File: config.mk
export PLATFORM = sky130hd
export DESIGN_NAME = program_sequencer
export DESIGN_NICKNAME = d
export VERILOG_FILES = /design/src/rtl/program_sequencer.sv
export SDC_FILE = /design/constraint.sdc
export NUM_CORES = 1
export LEC_CHECK = 0
export CAP_MARGIN = 20
export CORE_UTILIZATION = 45
export CTS_BUF_LIST = sky130_fd_sc_hd__clkbuf_4 sky130_fd_sc_hd__clkbuf_8
export DETAILED_ROUTE_END_ITERATION = 7
export PLACE_DENSITY_LB_ADDON = 0.08
export SYNTH_ARGS = -nofsm -noshare
export SYNTH_HDL_FRONTEND = slang
export SYNTH_SLANG_ARGS = --single-unit
File: constraint.sdc
create_clock -name clk -period 1.9 [get_ports clk]
set_clock_uncertainty 0.1 [all_clocks]
set_input_delay 0.19 -clock clk [delete_from_list [all_inputs] [get_ports clk]]
set_output_delay 0.19 -clock clk [all_outputs]
set_load 0.01 [all_outputs]
File: src/rtl/program_sequencer.sv
// ----------------------------------------------------------------------------
// program_sequencer
//   Walks a program ROM one instruction at a time: fetches a word, issues a
//   one-cycle run pulse to the processor control FSM, waits for done (with a
//   timeout), then advances. Supports single-step pausing, a halt opcode,
//   and a two-word mvi instruction whose immediate follows the opcode word.
//
// Ports
//   clk         : sole clock, rising edge
//   rst         : asynchronous active-high reset
//   start       : level; begins the program at address 0 from IDLE/HALT/ERR
//   step_mode   : 1 = enter PAUSE after every completed instruction
//   step        : single-cycle pulse releasing PAUSE
//   done        : instruction-complete flag from the processor
//   data_read   : ROM word at addr (1-cycle read latency), [8:6] = opcode
//   addr        : program ROM address
//   run         : one-cycle pulse starting one processor instruction
//   busy        : high in FETCH, ISSUE, EXEC, PAUSE
//   halted      : high in HALT
//   err         : high in ERR
//   instr_count : instructions completed since start (saturating)
//   state       : IDLE=0 FETCH=1 ISSUE=2 EXEC=3 PAUSE=4 HALT=5 ERR=6
// ----------------------------------------------------------------------------
module program_sequencer #(
    parameter int unsigned LAST_ADDR = 31,
    parameter int unsigned TIMEOUT   = 15
) (
    input  logic       clk,
    input  logic       rst,
    input  logic       start,
    input  logic       step_mode,
    input  logic       step,
    input  logic       done,
    input  logic [8:0] data_read,
    output logic [4:0] addr,
    output logic       run,
    output logic       busy,
    output logic       halted,
    output logic       err,
    output logic [7:0] instr_count,
    output logic [2:0] state
);

    typedef enum logic [2:0] {
        S_IDLE  = 3'd0,
        S_FETCH = 3'd1,
        S_ISSUE = 3'd2,
        S_EXEC  = 3'd3,
        S_PAUSE = 3'd4,
        S_HALT  = 3'd5,
        S_ERR   = 3'd6
    } state_t;

    // Timeout counter only needs to reach TIMEOUT-1 before the ERR decision.
    localparam int unsigned    TW       = (TIMEOUT > 1) ? $clog2(TIMEOUT) : 1;
    localparam logic [TW-1:0]  TMO_LAST = TW'(TIMEOUT - 1);
    localparam logic [4:0]     LAST     = LAST_ADDR[4:0];
    localparam logic [2:0]     OP_MVI   = 3'b001;
    localparam logic [2:0]     OP_HALT  = 3'b111;

    state_t        state_q, state_d;
    logic [4:0]    addr_q, addr_d;
    logic [7:0]    cnt_q, cnt_d;
    logic [TW-1:0] tmo_q, tmo_d;
    logic          busy_q, busy_d;
    logic          halted_q, halted_d;
    logic          err_q, err_d;

    logic [2:0] opcode;
    logic       at_last;

    assign opcode  = data_read[8:6];
    assign at_last = (addr_q == LAST);

    // Operand bits are consumed by the processor, not by the sequencer.
    logic unused_operand;
    assign unused_operand = ^data_read[5:0];

    always_comb begin
        state_d = state_q;
        addr_d  = addr_q;
        cnt_d   = cnt_q;
        tmo_d   = tmo_q;
        // run is decoded from the ROM word visible during ISSUE, so it cannot
        // be a flop without delaying it out of the ISSUE cycle.
        run     = 1'b0;
        case (state_q)
            S_IDLE, S_HALT, S_ERR: begin
                if (start) begin
                    state_d = S_FETCH;
                    addr_d  = '0;
                    cnt_d   = '0;
                end
            end
            S_FETCH: state_d = S_ISSUE;
            S_ISSUE: begin
                if (opcode == OP_HALT) begin
                    state_d = S_HALT;
                end else if (opcode == OP_MVI && at_last) begin
                    state_d = S_ERR;
                end else begin
                    run     = 1'b1;
                    tmo_d   = '0;
                    state_d = S_EXEC;
                    // Point the ROM at the immediate word while the processor runs.
                    if (opcode == OP_MVI) begin
                        addr_d = addr_q + 5'd1;
                    end
                end
            end
            S_EXEC: begin
                if (done) begin
                    tmo_d = '0;
                    if (cnt_q != 8'hFF) begin
                        cnt_d = cnt_q + 8'd1;
                    end
                    if (at_last) begin
                        state_d = S_HALT;
                    end else begin
                        addr_d  = addr_q + 5'd1;
                        state_d = step_mode ? S_PAUSE : S_FETCH;
                    end
                end else if (tmo_q == TMO_LAST) begin
                    state_d = S_ERR;
                end else begin
                    tmo_d = tmo_q + 1'b1;
                end
            end
            S_PAUSE: begin
                if (step || !step_mode) begin
                    state_d = S_FETCH;
                end
            end
            default: begin
                state_d = S_IDLE;
                addr_d  = '0;
                cnt_d   = '0;
                tmo_d   = '0;
            end
        endcase

        busy_d   = (state_d == S_FETCH) || (state_d == S_ISSUE) ||
                   (state_d == S_EXEC)  || (state_d == S_PAUSE);
        halted_d = (state_d == S_HALT);
        err_d    = (state_d == S_ERR);
    end

    always_ff @(posedge clk or posedge rst) begin
        if (rst) begin
            state_q  <= S_IDLE;
            addr_q   <= '0;
            cnt_q    <= '0;
            tmo_q    <= '0;
            busy_q   <= 1'b0;
            halted_q <= 1'b0;
            err_q    <= 1'b0;
        end else begin
            state_q  <= state_d;
            addr_q   <= addr_d;
            cnt_q    <= cnt_d;
            tmo_q    <= tmo_d;
            busy_q   <= busy_d;
            halted_q <= halted_d;
            err_q    <= err_d;
        end
    end

    assign addr        = addr_q;
    assign busy        = busy_q;
    assign halted      = halted_q;
    assign err         = err_q;
    assign instr_count = cnt_q;
    assign state       = state_q;

endmodule

==> flow_summary.json <==
{
  "outcome": "finished, violations left",
  "failed_checks": "design-rule violations, negative setup slack",
  "multi_input_area_um2": 868,
  "dr.pass1.iters": 6,
  "boundaryPins": 35,
  "clk_pin_slew_ps": 140,
  "async_reset_ff_share_pct": 100,
  "die_w_um": 56.8,
  "ff2ff_setup_slack_ps": -80,
  "antenna_left": 0,
  "dp_hpwl_mm": 2.56,
  "ys_warn_count": 0,
  "fin_crit_ps": 1980,
  "wl_per_cell_um": 15.6,
  "crit_type": "reg -> reg",
  "num_antenna_cells": 0,
  "ys_ff_latch": 23,
  "dr.first_iter.drc_count": 47,
  "nNetsFinal": 224,
  "fin_crit_sh_pct": 104,
  "powerDensity_nw_per_um2": 1170,
  "max-clock-path-buffers": 2,
  "leakagePower_nw": 0.889,
  "area_growth_pct": 50.3,
  "critPathSlowestCell": "dfrtp_1",
  "htree_levels": 1,
  "netlist_area_um2": 1350,
  "path_cells": "ha_2, and3_4, ha_4, buf_6, o21bai_4, a21o_1, or4_1, nand2_1",
  "seq_area_frac_synth_pct": 42.6,
  "r2r_end": "addr[3]$_DFFE_PP0P_",
  "numClockSinks": 23,
  "layout.cells.non_filler": 234,
  "cts_buffers": 3,
  "avgSynthCellArea_um2": 9.32,
  "setup-violations-final": 7,
  "utilization_pct": 72.4,
  "path_buf_inv": 1,
  "final_max_slew_viol_count": 0,
  "dp.cells": 228,
  "ys_types": 42,
  "grt_first_pass_wirelength_mm": 5.60,
  "worstSkewPairLatency_ps": 320,
  "worstPathRequired_ps": 2060,
  "crit_path_start_kind": "register",
  "die_area_um2": 3230,
  "grt_usage_pct": 22.2,
  "pre_cts_slack_ps": -166,
  "gp_congestion": 0.775,
  "relSlewSlack_pct": 73.5,
  "route.vias.total": 1331,
  "max_freq_mhz": 505,
  "cts_root_buf": "clkbuf_4",
  "ir_worst_vdd_v": 0.000891,
  "portBuffers": 28,
  "cts_tree": "done",
  "die_h_um": 56.8,
  "hold_ws_ps": 96.5,
  "worst_pin_slew_ps": 397,
  "start_util_pct": 48.2,
  "cap_violations": 0,
  "min_path_type": "in -> async",
  "finalWorstSetupSlack_ps": -81.8,
  "synth_cells": 145,
  "cp_max_fo": 3,
  "remaining_drc_errors": 2,
  "fillers": 229,
  "timing.critical_path.to_type": "register",
  "rows": 19,
  "coreArea_um2": 2810,
  "crit_arrival_ps": 2140,
  "overflow": 0,
  "critPathTopFamily": "simple AND/OR/NAND/NOR gates",
  "rsz0062_at_grt": "yes",
  "viasPerCell": 5.69,
  "synth_edf_count": 0,
  "grt_antenna_before_repair": 0,
  "synth.net_count": 165,
  "grt_pass1_vias": 1266,
  "hold_viol": 0,
  "final_layout_size_suffix_gt1_share_pct": 30.0,
  "grt_max_degree": 24,
  "wl_mm": 3.64,
  "worstReg2RegStart": "addr[0]$_DFFE_PP0P_",
  "seq_area_um2": 577,
  "reg2regPathDepth": 8,
  "cpPeakStageDelay_ps": 410,
  "synth_ff_type": "dfrtp_1"
}
cells in the mapped netlist, drive strengths merged (3+ instances only):
master,count,area [µm²]
a21oi,5,25.0
and3,5,31.3
buf,5,33.8
dfrtp,23,576
ha,5,62.6
inv,4,15.0
nand2,12,45.0
nand2b,5,31.3
nand3,9,45.0
nor2,9,33.8
nor2b,5,31.3
o21ai,17,85.1
or3,3,18.8
xnor2,4,35.0
kinds of logic (layout without fill, tap and decap cells):
group                    after synthesis  count (layout)  share of synthesized area [%]
AND/OR/NAND/NOR                       63              63                           25.5
AO/OA/AOI/OAI                         39              40                           19.4
flip-flops                            23              23                           42.6
buffers and inverters                  9              66                           3.61
adder cells (fa/ha/maj)                5               5                           4.63
XOR/XNOR                               4               4                           2.59
multiplexers                           2               2                           1.67
state kept, by name, summed over array words and instances, names as in the netlist:
register	cells
halted	1
busy	1
state	3
addr	5
err	1
tmo_q	4
instr_count	8
worst register-to-register path, delay by kind of cell, from the launching register on:
family / cells / cell delay (ps)
simple gates: 3 / 620
buf+inv: 1 / 120
compound gates: 2 / 330
flops: 1 / 410
fa+ha+maj: 2 / 350
per-layer routing:
| layer | wire length, µm | part of all wire, % | vias to the layer above | track usage (%) |
|---|---|---|---|---|
| li1 | - | - | 645 | - |
| met1 | 1560 | 43 | 648 | 28.0 |
| met2 | 1910 | 53 | 34 | 39.5 |
| met3 | 131 | 3.6 | 4 | 2.30 |
| met4 | 33 | 0.91 | 0 | 6.97 |
| met5 | 0 | 0 | - | 0 |
repair_timing:
item                                    in CTS  in global routing
endpoints found under the setup margin       9                 17
resized for setup                           11                 18
hold buffers                                 0                  0
hold endpoints to repair                     0                  0
pin swaps                                    9                 11
gates cloned                                 0                  1
buffers inserted                             1                  1
final cells by class:
cell class	instances	area share (%)
multi-input cells	114	42.8
flip-flops and latches	23	28.4
repair buffers	58	24.8
well taps	31	1.91
clock buffers	3	1.11
inverters	4	0.739
clock inverters	1	0.246
worst max-delay path by stage:
stage | startpoint | end | slack [ps] | cells past startpoint
2_1_floorplan | addr[0]$_DFFE_PP0P_ | tmo_q[0]$_DFFE_PP0P_ | -100 | 8
3_3_place_gp | addr[1]$_DFFE_PP0P_ | run | -140 | 7
3_5_place_dp | addr[1]$_DFFE_PP0P_ | run | -170 | 7
4_1_cts | addr[0]$_DFFE_PP0P_ | run | -100 | 7
5_1_grt | addr[0]$_DFFE_PP0P_ | addr[3]$_DFFE_PP0P_ | -160 | 8
6_report | addr[0]$_DFFE_PP0P_ | addr[3]$_DFFE_PP0P_ | -80 | 8
report_power, final:
group | internal, W | leakage [nW] | total [W] | switching [W]
combinational | 0.000726 | 0.561 | 0.00148 | 0.000751
clock | 0.0000787 | 0.0177 | 0.000236 | 0.000157
sequential | 0.000583 | 0.310 | 0.000672 | 0.0000892
total | 0.00139 | 0.889 | 0.00239 | 0.000998
metrics by stage:
step,TNS (ps),cell area [µm²],power [W]
global route,-1000,2030,0.00253
detailed placement,-969,1890,0.00197
CTS,-377,1940,0.00225
floorplan,-239,1380,0.00140
global placement,-516,1890,0.00193
finish,-248,2030,0.00239
placed cells by master, fill, tap and decap left out, types with 2 or more instances in the layout:
master           Yosys  routed
inv_1                4       4
a21o_1               2       2
xnor2_1              4       4
nand3_1              9       7
or4_1                2       2
nor2b_1              5       4
o21ai_1              3       8
ha_2                 0       2
clkbuf_4             0       3
ha_1                 5       2
a21oi_1              5       4
mux2_4               0       2
o211ai_1             2       2
nor3_1               2       2
nor2_1               9       8
nand2b_1             5       5
o21ai_2              0       2
or3_1                3       3
dfrtp_1             23      22
nand3b_1             2       2
a311oi_2             0       2
clkdlybuf4s50_1      0      27
nand2_1             12      12
o21ai_0             14       7
buf_4                1      29
and3_1               5       4
(Power assumes the default switching activity.)
